### config.mk
export PLATFORM = sky130hd
export DESIGN_NAME = mux_scan_ctrl
export DESIGN_NICKNAME = d
export VERILOG_FILES = /design/src/rtl/mux_scan_pkg.sv /design/src/rtl/rr_next8.sv /design/src/rtl/mux_scan_ctrl.sv
export SDC_FILE = /design/constraint.sdc
export NUM_CORES = 1
export LEC_CHECK = 0
export CAP_MARGIN = 20
export CORE_UTILIZATION = 45
export CTS_BUF_LIST = sky130_fd_sc_hd__clkbuf_8
export DETAILED_ROUTE_END_ITERATION = 7
export PLACE_DENSITY = 0.65
export SLEW_MARGIN = 5
export SYNTH_ARGS = -nofsm -noshare
export SYNTH_HDL_FRONTEND = slang
export SYNTH_SLANG_ARGS = --single-unit
### constraint.sdc
create_clock -name IClk -period 7.6 [get_ports IClk]
set_clock_uncertainty 0.15 [all_clocks]
set_input_delay 1.52 -clock IClk [delete_from_list [all_inputs] [get_ports IClk]]
set_output_delay 1.52 -clock IClk [all_outputs]
set_load 0.02 [all_outputs]
### src/rtl/mux_scan_pkg.sv
// Shared types and widths for the multiplexed channel scanner.
package mux_scan_pkg;

   localparam int unsigned NCH  = 8;
   localparam int unsigned SELW = 3;

   typedef enum logic [1:0] {
      IDLE  = 2'd0,
      DWELL = 2'd1,
      NEXT  = 2'd2
   } state_t;

endpackage

### src/rtl/rr_next8.sv
// Cyclic next-set-bit search over an 8-bit mask, starting strictly after cur.
module rr_next8
   import mux_scan_pkg::*;
(
   input  logic [NCH-1:0]  mask,
   input  logic [SELW-1:0] cur,
   output logic [SELW-1:0] nxt_c,
   output logic            wrap_c
);

   logic [SELW-1:0] idx;
   logic            found;

   // Offsets 1..NCH; offset NCH lands back on cur, so a lone bit at cur selects itself.
   always_comb begin
      nxt_c = cur;
      found = 1'b0;
      idx   = '0;
      for (int unsigned k = 1; k <= NCH; k++) begin
         idx = cur + SELW'(k);
         if (!found && mask[idx]) begin
            nxt_c = idx;
            found = 1'b1;
         end
      end
      wrap_c = (nxt_c <= cur);
   end

endmodule

### src/rtl/mux_scan_ctrl.sv
// Scans the enabled channels of an 8-to-1 mux, dwelling DIV cycles on each,
// and publishes one snapshot per completed frame.
module mux_scan_ctrl
   import mux_scan_pkg::*;
#(
   parameter int unsigned DIV = 50000000
) (
   input  logic            IClk,
   input  logic            nRst,
   input  logic            EN,
   input  logic [NCH-1:0]  Mask,
   input  logic [NCH-1:0]  I,
   output logic [SELW-1:0] A,
   output logic            F,
   output logic [NCH-1:0]  Sample,
   output logic            Valid,
   output logic            Busy,
   output logic [7:0]      FrameCnt
);

   localparam int unsigned CW = $clog2(DIV);

   state_t          state_q, state_d;
   logic [CW-1:0]   cnt_q, cnt_d;
   logic [NCH-1:0]  shadow_q, shadow_d;
   logic [SELW-1:0] a_d;
   logic            f_d;
   logic [NCH-1:0]  sample_d;
   logic            valid_d;
   logic [7:0]      fcnt_d;

   logic [SELW-1:0] cur_sel;
   logic [SELW-1:0] nxt;
   logic            wrap;
   logic            mask_any;
   logic            tick;

   assign mask_any = |Mask;
   assign tick     = (cnt_q == CW'(DIV - 1));

   // Searching from the top index yields the lowest set bit for a fresh scan.
   assign cur_sel = (state_q == IDLE) ? SELW'(NCH - 1) : A;

   rr_next8 u_rr_next8 (
      .mask   (Mask),
      .cur    (cur_sel),
      .nxt_c  (nxt),
      .wrap_c (wrap)
   );

   always_ff @(posedge IClk or negedge nRst) begin
      if (!nRst) begin
         state_q  <= IDLE;
         cnt_q    <= '0;
         shadow_q <= '0;
         A        <= '0;
         F        <= 1'b0;
         Sample   <= '0;
         Valid    <= 1'b0;
         Busy     <= 1'b0;
         FrameCnt <= '0;
      end else begin
         state_q  <= state_d;
         cnt_q    <= cnt_d;
         shadow_q <= shadow_d;
         A        <= a_d;
         F        <= f_d;
         Sample   <= sample_d;
         Valid    <= valid_d;
         Busy     <= (state_d != IDLE);
         FrameCnt <= fcnt_d;
      end
   end

   // Next-state and next-output logic.
   always_comb begin
      state_d  = state_q;
      cnt_d    = cnt_q;
      shadow_d = shadow_q;
      a_d      = A;
      f_d      = F;
      sample_d = Sample;
      valid_d  = 1'b0;
      fcnt_d   = FrameCnt;

      unique case (state_q)
         IDLE: begin
            if (EN && mask_any) begin
               a_d      = nxt;
               shadow_d = '0;
               cnt_d    = '0;
               state_d  = DWELL;
            end
         end

         DWELL: begin
            if (!mask_any) begin
               cnt_d   = '0;
               state_d = IDLE;
            end else if (tick) begin
               f_d         = I[A];
               shadow_d[A] = I[A];
               cnt_d       = '0;
               state_d     = NEXT;
            end else begin
               cnt_d = cnt_q + CW'(1);
            end
         end

         NEXT: begin
            if (!mask_any || !EN) begin
               state_d = IDLE;
            end else begin
               a_d     = nxt;
               state_d = DWELL;
               // A search that does not move forward closes the frame.
               if (wrap) begin
                  sample_d = shadow_q & Mask;
                  valid_d  = 1'b1;
                  fcnt_d   = FrameCnt + 8'd1;
                  shadow_d = '0;
               end
            end
         end

         default: begin
            cnt_d   = '0;
            state_d = IDLE;
         end
      endcase
   end

endmodule

==> metrics <==
startpoint types flop; internal power approximately 0.00088 W; post-route design area between 4000 and 5000 µm²; Final Cycle Share just under 80%; HP Class reg -> reg; vias in the first global route about 3,200; Placed Instances 555; layout cell share with drive strength beyond 1 11.3%; Routed Antenna Nets 0; post-synth design cell area about 3900 µm²; Synth area leaders dfrtp_1 (37%), nor2_1 (4.4%), nand2_1 (4.3%), nand3_1 (3.2%), xor2_1 (3.1%); cells resized by post-CTS repair 0; num rows 33; Final Hold Fails 0; drt drc 0; # IOs 41; first-pass GRT wire length 16.3 mm; Max Cap Violations 0; pin count of the biggest net entering global routing between 50 and 60; RSZ-0062 raised after global routing no; worst endpoint required time approximately 7.7 ns; Hold Buf Count CTS 0; Worst setup EP type flop; PortBufs 40; critical path fanouts, max 25; commonest non-fill, non-tap cells in the layout dfrtp_1 (58), nor2_1 (46), nand2_1 (45); Synth cell types 75; synth warn 0; DRT Pass-1 Iters 5; EDFF count, synth 0; Clock power frac 19.5%; Flop pwr share 24.2%; diodes inserted 0; Fmax between 150 and 200 MHz; H-tree levels 3; crit path buf inv count 1; Skew-Pair Late Insertion Delay approximately 0.34 ns; initial antenna violation count 0; P&R area growth vs syn 16.5%; post-DP HPWL between 7 and 8 mm; die width 95.5 µm; Routed WL slightly below 10 mm; Peak supply drop ~0.00016 V; logic gate share of total power a little under three fifths; final net count roughly 490; drt first-iter violations between 200 and 250; Net Sw Frac about 46%; Lkg Pwr 1.98 nW; Die ar. between 9000 and 10,000 µm²; outcome finished clean; setup TNS 0 ns; slowest CP cell o21ba_1; Max Slew Vio Count 0; Area after DPL around 4400 µm²; grt ovf 0; Setup Viol. Count Final 0; Worst path top cell family by delay compound AO/OA/AOI/OAI gates; Clock transition at path regs 0.07 ns; Vias/cell around 6.1; CP Cell Sequence o21ba_1 > inv_1 > ha_1 > mux2_2 > mux4_2 > o21ai_1 > a21oi_1 > a2111oi_0 > o21ai_1 > ha_1 > and2_1 > nand4_1 > o21ai_4 > mux2_1; worst-margin pin slew between 0.9 and 1 ns; syn avg cell area 9.24 µm²; Die Height roughly 96 µm; Max Root-Sink Buffers 2; post-synthesis register bit count between 50 and 60; Synth Instances approximately 430; Slew headroom 37.8%; Mapped Nets 450; total track usage a little under a quarter; total CTS buffers 9; CTS tree yes; net switching power approximately 0.00074 W; Tot Pwr 0.00163 W; Post-CTS Setup Inserts 0; most common cell after layout, fill and taps aside dfrtp_1; routability cong. ~0.88; via count ~3,500; fin cells 572; Starting Density between 40% and 50%; CORE AREA approximately 8300 µm²; Yosys top cell area share a little under two fifths; Num Clock Sinks 58; sequential share of the synthesized area a little under two fifths; CTS root buffer clkbuf_8; Synth area leader dfrtp_1; minimum clock period after layout about 6.0 ns; Critical Path AT a little over 6 ns; Pwr Density between 300 and 400 nW/µm²; routed len/inst about 17 µm; critical path type reg -> reg; asr flop ratio synth 100%; Largest stage delay, worst path between 0.8 and 0.9 ns; Synth Flop Type dfrtp_1
power by group through the flow:
stage | Sequential, W | Combinational, W | Clock, W
after global placement | 0.000397 | 0.000901 | 0
after detailed placement | 0.000399 | 0.000891 | 0
after CTS | 0.000393 | 0.000895 | 0.000325
after global routing | 0.000401 | 0.000994 | 0.000338
final | 0.000394 | 0.000915 | 0.000317
after floorplan | 0.000367 | 0.000722 | 0
layer usage:
metal	part of all wire (%)	vias up	track usage [%]	wire length (µm)
met3	6.5	14	5.18	648
met4	1.1	0	5.85	113
li1	-	1650	-	-
met5	0	-	0	0
met1	48	1677	34.0	4790
met2	44	133	35.6	4360
state kept, by name, summed over array words and instances, names as in the netlist:
name,flops
state_q,2
Sample,8
cnt_q,26
FrameCnt,8
A,3
shadow_q,8
F,1
Valid,1
Busy,1
cells in the mapped netlist (2+ instances only):
master,number
dfrtp_1,58
nor2_1,46
nand2_1,45
nand3_1,25
o21ai_0,20
a21oi_1,15
inv_1,15
xor2_1,14
and3_1,11
o21ai_1,11
mux2i_1,10
nand4_1,9
xnor2_1,9
a221o_1,8
nor3_1,7
buf_2,6
mux2_2,6
buf_6,5
ha_1,5
mux4_2,5
nor4_1,5
a21o_1,4
clkbuf_1,4
o311a_1,4
o31ai_1,4
or2_2,4
a31oi_1,3
and2_1,3
nor2b_1,3
nor3_2,3
o41ai_1,3
or3_1,3
or3b_2,3
a2111oi_0,2
a22o_1,2
nand2b_1,2
nand3b_1,2
nor3b_1,2
o21ai_4,2
o21bai_1,2
o32ai_1,2
per-stage QoR:
| stage | hold slack (ns) | setup WS (ns) | util (%) |
|---|---|---|---|
| floorplan | 0.289 | 2.97 | - |
| global placement | 0.308 | 1.81 | 52.3 |
| detailed placement | 0.315 | 1.68 | 52.3 |
| CTS | 0.325 | 1.67 | 54.9 |
| global route | 0.332 | 1.28 | 55.0 |
| finish | 0.316 | 1.58 | 55.0 |
worst reg2reg max path, stage by stage (launching register included):
cell	delay [ns]
dfrtp_1	0.66
o21ba_1	0.81
inv_1	0.19
ha_1	0.48
mux2_2	0.40
mux4_2	0.59
o21ai_1	0.16
a21oi_1	0.08
a2111oi_0	0.66
o21ai_1	0.16
ha_1	0.32
and2_1	0.14
nand4_1	0.15
o21ai_4	0.57
mux2_1	0.39
layout make-up:
cell class                 count  area [µm²]
clock buffer                  10         138
clock inverter                 6        81.3
fill                         757        3750
inverter                      17        68.8
multi-input combinational    334        2300
sequential                    58        1450
tap                          105         131
timing repair buffer          42         410
final timing paths:
kind,to,cells after the start,slack [ns],from
hold reg to reg,FrameCnt[7]$_DFFE_PN0P_,1,0.32,FrameCnt[7]$_DFFE_PN0P_
max in group asynchronous,cnt_q[17]$_DFFE_PN0P_,2,5.61,nRst
min in group asynchronous,FrameCnt[4]$_DFFE_PN0P_,2,1.17,nRst
setup reg to reg,FrameCnt[1]$_DFFE_PN0P_,14,1.58,A[0]$_DFFE_PN0P_
setup / recovery,FrameCnt[1]$_DFFE_PN0P_,14,1.58,A[0]$_DFFE_PN0P_
hold / removal,FrameCnt[7]$_DFFE_PN0P_,1,0.32,FrameCnt[7]$_DFFE_PN0P_
kinds of logic (layout without fill, tap and decap cells):
kind of cell / Yosys count / count (layout) / share of synthesized area (%)
XOR/XNOR: 24 / 24 / 5.82
adder cells (fa/ha/maj): 5 / 5 / 1.59
AND/OR/NAND/NOR: 181 / 181 / 23.4
AO/OA/AOI/OAI: 100 / 100 / 19.3
multiplexers: 24 / 24 / 8.45
flip-flops: 58 / 58 / 36.9
buffers and inverters: 34 / 75 / 4.61
Note: power is estimated with default switching activity, not from simulation.
